[config.mk]
export PLATFORM = sky130hd
export DESIGN_NAME = cia_pipe_adder
export DESIGN_NICKNAME = d
export VERILOG_FILES = /design/src/rtl/cia_pipe_adder.sv
export SDC_FILE = /design/constraint.sdc
export NUM_CORES = 1
export LEC_CHECK = 0
export CAP_MARGIN = 15
export CORE_MARGIN = 10
export CORE_UTILIZATION = 45
export DETAILED_ROUTE_END_ITERATION = 10
export DONT_BUFFER_PORTS = 1
export PLACE_DENSITY = 0.6
export SLEW_MARGIN = 20
export SYNTH_ARGS = -nofsm -noshare
export SYNTH_HDL_FRONTEND = slang
export SYNTH_SLANG_ARGS = --single-unit
[constraint.sdc]
create_clock -name clk -period 1.5 [get_ports clk]
set_clock_uncertainty 0.05 [all_clocks]
set_input_delay 0.3 -clock clk [delete_from_list [all_inputs] [get_ports clk]]
set_output_delay 0.3 -clock clk [all_outputs]
set_load 0.03 [all_outputs]
[src/rtl/cia_pipe_adder.sv]
// cia_pipe_adder: pipelined carry-increment adder/subtractor with a valid/ready stream interface
//
// Each SEG-bit segment precomputes a zero-carry sum and an incremented sum. The
// inter-segment carry then picks one of the two. The result sits in a registered
// output slot that is held under backpressure.
//
// Ports:
//   clk, rst_n            clock, asynchronous active-low reset
//   in_valid / in_ready   operand beat handshake (in_ready is combinational from out_ready)
//   a, b                  WIDTH-bit operands
//   carry_in              carry into bit 0, ignored when sub=1
//   sub                   0: a+b+carry_in, 1: a-b (a+~b+1)
//   out_valid / out_ready result beat handshake
//   sum                   WIDTH-bit result, modulo 2^WIDTH
//   carry_out             carry out of the MSB (1 = no borrow when subtracting)
//   overflow              signed two's-complement overflow
//
// Build option CIA_MID_REG_EN: adds a register slot after the segment adders.
// This gives 2-cycle latency and two slots of buffering. Without it, latency is
// 1 cycle with a single slot.
module cia_pipe_adder #(
    parameter int WIDTH = 16,
    parameter int SEG   = 4
) (
    input  logic             clk,
    input  logic             rst_n,
    input  logic             in_valid,
    output logic             in_ready,
    input  logic [WIDTH-1:0] a,
    input  logic [WIDTH-1:0] b,
    input  logic             carry_in,
    input  logic             sub,
    output logic             out_valid,
    input  logic             out_ready,
    output logic [WIDTH-1:0] sum,
    output logic             carry_out,
    output logic             overflow
);
    localparam int NSEG = WIDTH / SEG;

    logic [WIDTH-1:0] bx;
    logic             cx;
    assign bx = sub ? ~b : b;
    assign cx = sub | carry_in;

    logic [NSEG-1:0][SEG-1:0] s0_w, s1_w;
    logic [NSEG-1:0]          c0_w, c1_w;

    for (genvar k = 0; k < NSEG; k++) begin : g_seg
        logic [SEG:0] t;
        assign t       = {1'b0, a[k*SEG +: SEG]} + {1'b0, bx[k*SEG +: SEG]};
        assign s0_w[k] = t[SEG-1:0];
        assign s1_w[k] = t[SEG-1:0] + SEG'(1);
        assign c0_w[k] = t[SEG];
        // An incoming carry propagates through an all-ones segment
        assign c1_w[k] = t[SEG] | (&t[SEG-1:0]);
    end

    // Carry-chain inputs: taken straight from the segment adders, or from the mid register
    logic [NSEG-1:0][SEG-1:0] ch_s0, ch_s1;
    logic [NSEG-1:0]          ch_c0, ch_c1;
    logic                     ch_cx, ch_amsb, ch_bmsb;
    logic [WIDTH-1:0]         ch_sum;
    logic                     ch_co, carry, ch_ov;

    always_comb begin
        ch_sum = '0;
        carry  = ch_cx;
        for (int i = 0; i < NSEG; i++) begin
            ch_sum[i*SEG +: SEG] = carry ? ch_s1[i] : ch_s0[i];
            carry                = carry ? ch_c1[i] : ch_c0[i];
        end
        ch_co = carry;
    end

    assign ch_ov = (ch_amsb == ch_bmsb) & (ch_sum[WIDTH-1] != ch_amsb);

    // Output slot
    logic             out_load, vo_q, vo_d, co_q, ov_q;
    logic [WIDTH-1:0] sum_q;

    assign vo_d = out_load | (vo_q & ~out_ready);

    always_ff @(posedge clk or negedge rst_n) begin
        if (!rst_n) begin
            vo_q  <= 1'b0;
            sum_q <= '0;
            co_q  <= 1'b0;
            ov_q  <= 1'b0;
        end else begin
            vo_q <= vo_d;
            if (out_load) begin
                sum_q <= ch_sum;
                co_q  <= ch_co;
                ov_q  <= ch_ov;
            end
        end
    end

`ifdef CIA_MID_REG_EN
    logic                     v1_q, v1_d, in_load, cx_q, amsb_q, bmsb_q;
    logic [NSEG-1:0][SEG-1:0] s0_q, s1_q;
    logic [NSEG-1:0]          c0_q, c1_q;

    assign out_load = v1_q & (~vo_q | out_ready);
    assign in_ready = ~v1_q | out_load;
    assign in_load  = in_valid & in_ready;
    assign v1_d     = in_load | (v1_q & ~out_load);

    always_ff @(posedge clk or negedge rst_n) begin
        if (!rst_n) begin
            v1_q   <= 1'b0;
            s0_q   <= '0;
            s1_q   <= '0;
            c0_q   <= '0;
            c1_q   <= '0;
            cx_q   <= 1'b0;
            amsb_q <= 1'b0;
            bmsb_q <= 1'b0;
        end else begin
            v1_q <= v1_d;
            if (in_load) begin
                s0_q   <= s0_w;
                s1_q   <= s1_w;
                c0_q   <= c0_w;
                c1_q   <= c1_w;
                cx_q   <= cx;
                amsb_q <= a[WIDTH-1];
                bmsb_q <= bx[WIDTH-1];
            end
        end
    end

    assign ch_s0   = s0_q;
    assign ch_s1   = s1_q;
    assign ch_c0   = c0_q;
    assign ch_c1   = c1_q;
    assign ch_cx   = cx_q;
    assign ch_amsb = amsb_q;
    assign ch_bmsb = bmsb_q;
`else
    assign in_ready = ~vo_q | out_ready;
    assign out_load = in_valid & in_ready;

    assign ch_s0   = s0_w;
    assign ch_s1   = s1_w;
    assign ch_c0   = c0_w;
    assign ch_c1   = c1_w;
    assign ch_cx   = cx;
    assign ch_amsb = a[WIDTH-1];
    assign ch_bmsb = bx[WIDTH-1];
`endif

    assign out_valid = vo_q;
    assign sum       = sum_q;
    assign carry_out = co_q;
    assign overflow  = ov_q;

endmodule
==> results of run 1 <==
[flip-flops by register name (all words and copies together), names as in the netlist]
signal     flops
sum           16
overflow       1
carry_out      1
out_valid      1
[synthesized netlist by cell type, types with 2 or more instances]
master	number	area [um^2]
xor2_1	23	201
inv_1	14	52.6
nand2_1	22	82.6
o21ai_1	4	20.0
fa_1	4	80.1
ha_1	20	250
nand3_1	6	30.0
and2_1	2	12.5
clkbuf_1	5	18.8
mux2i_1	3	30.0
nor2_1	3	11.3
a21o_1	6	45.0
and3_1	2	12.5
o21ai_0	12	60.1
xnor2_1	12	105
nor3_1	2	10.0
nor2b_1	3	18.8
nand4_1	4	25.0
dfrtp_1	19	475
a21oi_1	10	50.1
nand2b_1	4	25.0
[layout by cell type, fill, tap and decap left out, types with 2 or more instances in the layout]
cell type | synthesis | final
a21o_1 | 6 | 6
a21oi_1 | 10 | 8
a21oi_2 | 0 | 2
and2_1 | 2 | 2
and3_1 | 2 | 2
buf_4 | 0 | 39
clkbuf_8 | 0 | 3
dfrtp_1 | 19 | 19
fa_1 | 4 | 4
ha_1 | 20 | 18
inv_1 | 14 | 12
inv_2 | 0 | 2
mux2i_1 | 3 | 3
nand2_1 | 22 | 21
nand2b_1 | 4 | 3
nand3_1 | 6 | 4
nand3_2 | 0 | 2
nand4_1 | 4 | 4
nor2_1 | 3 | 2
nor2b_1 | 3 | 3
nor3_1 | 2 | 2
o21ai_0 | 12 | 6
o21ai_1 | 4 | 9
xnor2_1 | 12 | 10
xnor2_2 | 0 | 2
xor2_1 | 23 | 22
xor2_2 | 1 | 2
[worst reg2reg max path: cells and delay by family, from the launching register on]
| family | cells | cell delay, ns |
|---|---|---|
| buffers and inverters | 1 | 0.23 |
| DFF | 1 | 0.39 |
| AOI/OAI and AO/OA | 1 | 0.25 |
| and+or+nand+nor | 3 | 0.31 |
[power groups by stage]
stage	registers, mW	logic [mW]	clock network, mW
floorplan	1.06	0.748	0
global placement	1.10	1.04	0
detailed placement	1.11	1.08	0
CTS	1.10	1.12	0.379
global route	1.12	1.32	0.409
finish	1.09	1.19	0.366
[what timing repair did]
action	4_1_cts	5_1_grt
endpoints found under the setup margin	17	17
setup buffers	1	2
hold buffers	1	0
pin swaps	10	2
gates resized for setup	3	12
hold endpoints to repair	19	0
[metal layers]
layer  vias to the layer above  track usage [%]  share of wire, %
met4                         0             2.31              0.51
met3                         2             4.69               9.5
li1                        749                -                 -
met2                        32             20.4                52
met5                         -                0                 0
met1                       715             12.7                38
[logic make-up after synthesis]
logic type	Yosys count	synth area share [%]
muxes	3	1.66
adders and majority gates	24	18.3
buffers and inverters	21	4.44
AOI/OAI and AO/OA	43	17.2
and+or+nand+nor	52	14.1
DFF	19	26.4
xor gates and xnor gates	36	17.9
[final timing paths]
kind                                     startpoint  cells past startpoint               endpoint  slack [ns]
worst max-delay path                            sub                     13  carry_out$_DFFE_PN0P_       -1.06
worst min-delay path                       in_valid                      1    out_valid$_DFF_PN0_        0.10
worst max register to register  out_valid$_DFF_PN0_                      5    sum[12]$_DFFE_PN0P_        0.21
worst min register to register   sum[4]$_DFFE_PN0P_                      2     sum[4]$_DFFE_PN0P_        0.63
max in group asynchronous                     rst_n                      1     sum[8]$_DFFE_PN0P_        0.34
min in group asynchronous                     rst_n                      1    out_valid$_DFF_PN0_        0.54
[final cells by class]
class	instances	area [um^2]
Clock inverter	1	5.00
Clock buffer	3	41.3
Multi-Input combinational cell	158	1350
Timing Repair Buffer	40	303
Sequential cell	19	475
Inverter	14	52.6
Fill cell	353	1480
Tap cell	48	60.1
==> metrics.md, run 1 <==
| Metric | Value |
|---|---|
| Status | `complete, but fails checks` |
| Violated checks | `setup timing` |
| Placed cells | `275` |
| Top_reg_cell synth | `dfrtp_1` |
| Final setup vio count | `17` |
| Minimum clock period | `2.56 ns` |
| Final Max Slew Viols | `0` |
| Crit-path max cell delay | `0.51 ns` |
| Initial antenna violation count | `0` |
| Share of power burned in registers | `about two fifths` |
| CP Data Required Time | `1.60 ns` |
| Leak Pwr | `1.08 nW` |
| Max-cap violations | `0` |
| Sum Neg Setup Slack | `-14.82 ns` |
| Switch share | `approximately 45%` |
| Setup WS post-layout | `-1.06 ns` |
| DRT iter0 DRCs | `61` |
| Dpl cell area | `2130 um^2` |
| Die Y-Extent | `83.3 um` |
| Syn Area/Cell | `9.11 um^2` |
| P_int | `about 1.5 mW` |
| Crit path top cell by count | `inv_2` |
| Syn Std Cell Area | `1800 um^2` |
| # DRC | `0` |
| Io pins | `58` |
| CTS tree | `built` |
| Clock power share | `between 10% and 20%` |
| CP arrival | `2.66 ns` |
| EDFF count, synth | `0` |
| Port bufs | `0` |
| Power per cell area | `1150 nW/um^2` |
| Mapped Cells | `198` |
| Startpoint types | `input port` |
| Vias | `1498` |
| CP max FO | `18` |
| Kind of critical path | `input port to flip-flop` |
| Fin cells | `283` |
| HPWL after DPL | `3710 um` |
| Fin. Hold Viols | `0` |
| Dpl ws | `-1.50 ns` |
| CP delay by family, top | `compound AO/OA/AOI/OAI gates` |
| Critical-path cell list | `xor2_2 -> ha_2 -> inv_2 -> fa_1 -> inv_2 -> ha_4 -> o21ai_4 -> a2111oi_2 -> o31a_1 -> o31a_4 -> o211ai_4 -> a21oi_2 -> o22a_1` |
| Worst hold-check path type | `input port to flip-flop` |
| Drt first pass iters | `4` |
| Initial Util | `47.8%` |
| Layout cells sized above 1 | `approximately 29%` |
| Tot GR Track Use | `between 10% and 20%` |
| Slew @ Worst Pin | `0.847 ns` |
| Design area | `2290 um^2` |
| Synth unique cells | `39` |
| Clock Sinks | `19` |
| Largest net degree at the start of global routing | `20` |
| NetSw | `1.18 mW` |
| Final period util | `171%` |
| VDD IR-drop max | `607 uV` |
| Hold slack | `0.101 ns` |
| Peak Freq | `390 MHz` |
| WP buf/inv | `2` |
| ANT nets after route | `0` |
| Synth Register Bits | `19` |
| H-tree depth | `1` |
| Ys async rst share | `100%` |
| Element type at the critical path end | `flip-flop` |
| GP Congestion | `0.871` |
| CTS Buf Count | `3` |
| Root Driver | `clkbuf_8` |
| Total wire length | `between 4000 and 5000 um` |
| DIE AREA | `6940 um^2` |
| GRT Residual Overflow | `0` |
| P&R area growth vs syn | `26.8%` |
| Total power | `2.64 mW` |
| Post-DR vias/cell | `5.29` |
| CP max-delay cell | `fa_1` |
| Relative slew slack | `around 43%` |
| Sequential fraction of the synthesis area | `between 20% and 30%` |
| Antenna cell count | `0` |
| RSZ-0062 raised after global routing | `yes` |
| Reg clk slew, reported paths | `0.08 ns` |
| DR WL/cell | `around 15 um` |
| Nets | `298` |
| First-pass GRT wire length | `6960 um` |
| Row cnt | `22` |
| Final core utilization | `60.7%` |
| Syn. warnings | `0` |
| Vias in the first global route | `1562` |
| Clk_lat worst skew | `0.26 ns` |
| CORE AREA | `3770 um^2` |
| CTS Buffer Depth | `2` |
| Combinational fraction of design power | `45.0%` |
| Die Wd | `83.3 um` |
| Syn nets | `260` |
Note: power is estimated with default switching activity, not from simulation.
==> inputs of run 2 (changes only) <==
Settings changed: TNS_END_PERCENT set to 1.
==> run 2 against run 1 <==
Against the previous run:
- the run still ends with setup timing left
- hold slack better by 0.011 ns
- largest power group unchanged
- first-iteration DRC count grew 23%
- maximum frequency decreased by 3.0%
- worst setup slack lost 0.080 ns
- sequential power barely moved
- core utilization decreased by 0.86 points
- via count fell by 2.1%
- non-clock buffer count fell by 3
- clock-buffer cell count unchanged
- global-route usage is 0.74 points higher
- highest routed layer unchanged
- combinational power hardly changed
- sequential share of layout area rose by 0.30 points
==> metrics.md, run 2 (synthesized netlist as in run 1, its figures left out) <==
| Metric | Value |
|---|---|
| Status | `complete, but fails checks` |
| Violated checks | `setup timing` |
| ANT nets after route | `0 (unchanged)` |
| Vias in the first global route | `1586 (+1.5%)` |
| Fillers | `359 (+1.7%)` |
| Clock power share | `13.6% (-0.2 points)` |
| Relative slew slack | `45.4% (+2.1 points)` |
| Port bufs | `0 (unchanged)` |
| Initial antenna violation count | `0 (unchanged)` |
| Antenna cell count | `0 (unchanged)` |
| Clock Sinks | `19 (unchanged)` |
| Drt first pass iters | `6 (+2)` |
| Minimum clock period | `2.64 ns (+0.0800 ns)` |
| CTS Buffer Depth | `2 (unchanged)` |
| Vias | `1466 (-2.1%)` |
| Share of power burned in registers | `41.9% (+0.7 points)` |
| # DRC | `0 (unchanged)` |
| Leak Pwr | `1.06 nW (-1.5%)` |
| Row cnt | `22 (unchanged)` |
| GRT Residual Overflow | `0 (unchanged)` |
| Clk_lat worst skew | `0.25 ns (about the same)` |
| Final setup vio count | `17 (unchanged)` |
| Peak Freq | `379 MHz (-3.0%)` |
| Switch share | `44.9% (+0.26 points)` |
| Post-DR vias/cell | `5.24 (-1.1%)` |
| RSZ-0062 raised after global routing | `yes` |
| Combinational fraction of design power | `44.5% (-0.5 points)` |
| CP max FO | `18 (unchanged)` |
| H-tree depth | `1 (unchanged)` |
| Max reg flops | `16 (unchanged)` |
| Initial Util | `47.8% (unchanged)` |
| CTS tree | `built` |
| Root Driver | `clkbuf_8` |
| Commonest cells after routing, fill and taps aside | `buf_4, nand2_1, xor2_1` |
| GP Congestion | `0.784 (-9.9%)` |
| Worst hold-check path type | `input port to flip-flop` |
| Element type at the critical path end | `flip-flop` |
| Largest net degree at the start of global routing | `27 (+35%)` |
| Startpoint types | `input port` |
| Setup WS post-layout | `-1.14 ns (-0.0800 ns)` |
| First-pass GRT wire length | `7400 um (+6.3%)` |
| CP Data Required Time | `1.59 ns (about the same)` |
| Io pins | `58 (unchanged)` |
| Final core utilization | `59.8% (-0.86 points)` |
| DIE AREA | `6940 um^2 (unchanged)` |
| DRT iter0 DRCs | `75 (+23%)` |
| Final period util | `176% (+5.3 points)` |
| P_int | `1.43 mW (-2.2%)` |
| Nets | `295 (-1.0%)` |
| Fin. Hold Viols | `0 (unchanged)` |
| Tot GR Track Use | `12.3% (+0.74 points)` |
| Final Max Slew Viols | `0 (unchanged)` |
| Kind of critical path | `input port to flip-flop` |
| Die Y-Extent | `83.3 um (unchanged)` |
| Layout cells sized above 1 | `26.3% (-2.6 points)` |
| P&R area growth vs syn | `25.0%` |
| NetSw | `1.17 mW (-1.2%)` |
| Commonest non-fill, non-tap cell in the layout | `buf_4` |
| CTS Buf Count | `3 (unchanged)` |
| VDD IR-drop max | `417 uV (-31%)` |
| CORE AREA | `3770 um^2 (unchanged)` |
| Power per cell area | `1150 nW/um^2 (-0.32%)` |
| Max-cap violations | `0 (unchanged)` |
| Hold slack | `0.111 ns (+0.0106 ns)` |
| DR WL/cell | `15.7 um (+2.6%)` |
| Slew @ Worst Pin | `0.816 ns (-0.0309 ns)` |
| Die Wd | `83.3 um (unchanged)` |
| Reg clk slew, reported paths | `0.07 ns (about the same)` |
| Total wire length | `4380 um (+1.5%)` |
| CP arrival | `2.73 ns (+0.07 ns)` |
| HPWL after DPL | `3700 um (-0.16%)` |
==> run 2: layout make-up <==
class	count	area (um^2)	share of cell area [%]
Sequential cell	19	475	21.1
Multi-Input combinational cell	158	1340	59.4
Inverter	14	52.6	2.33
Timing Repair Buffer	37	280	12.4
Tap cell	48	60.1	2.66
Clock buffer	3	41.3	1.83
Clock inverter	1	5.00	0.222
==> run 2: power by group through the flow <==
stage | sequential (mW) | combinational [mW] | clock, mW
2_1_floorplan | 1.06 | 0.727 | 0
3_3_place_gp | 1.10 | 1.02 | 0
3_5_place_dp | 1.11 | 1.06 | 0
4_1_cts | 1.10 | 1.12 | 0.349
5_1_grt | 1.12 | 1.31 | 0.380
6_report | 1.09 | 1.16 | 0.353
==> run 2: per-layer routing <==
metal | up-vias | track usage (%) | share of wire [%]
li1 | 747 | - | -
met1 | 674 | 14.7 | 42
met2 | 41 | 20.0 | 49
met3 | 4 | 4.49 | 8.8
met4 | 0 | 3.85 | 0.68
met5 | - | 0 | 0
==> run 2: worst max-delay path, stage by stage <==
cell and delay, ns:
xor2_2 0.14, ha_2 0.20, inv_2 0.04, fa_1 0.51
inv_2 0.06, ha_4 0.16, o21ai_4 0.06, a2111oi_2 0.05
o31a_1 0.27, o31a_4 0.41, o211ai_4 0.29, a21o_1 0.19
nand3_2 0.06
==> run 2: metrics by stage <==
step	TNS [ns]	worst slack (ns)	instances	power, mW	cell area [um^2]
final	-15.46	-1.14	280	2.60	2250
after global routing	-17.36	-1.27	280	2.80	2250
after CTS	-15.16	-1.08	279	2.57	2200
after detailed placement	-21.43	-1.50	272	2.16	2100
after global placement	-20.43	-1.42	272	2.12	2100
after floorplan	-23.64	-1.63	198	1.78	1840
==> run 2: repair_timing <==
item / 4_1_cts / 5_1_grt
pin swaps: 11 / 4
hold buffers: 1 / 0
endpoints found under the hold margin: 19 / 0
endpoints found under the setup margin: 17 / 17
gates resized for setup: 7 / 9
buffers inserted: 2 / 1
==> run 2: final timing paths <==
kind	start	endpoint	slack [ns]	depth (start not counted)
max in group asynchronous	rst_n	sum[11]$_DFFE_PN0P_	0.36	1
setup reg to reg	out_valid$_DFF_PN0_	sum[14]$_DFFE_PN0P_	0.20	5
setup / recovery	sub	sum[14]$_DFFE_PN0P_	-1.14	13
hold / removal	in_valid	out_valid$_DFF_PN0_	0.11	1
min in group asynchronous	rst_n	sum[10]$_DFFE_PN0P_	0.53	1
hold reg to reg	sum[2]$_DFFE_PN0P_	sum[2]$_DFFE_PN0P_	0.64	2
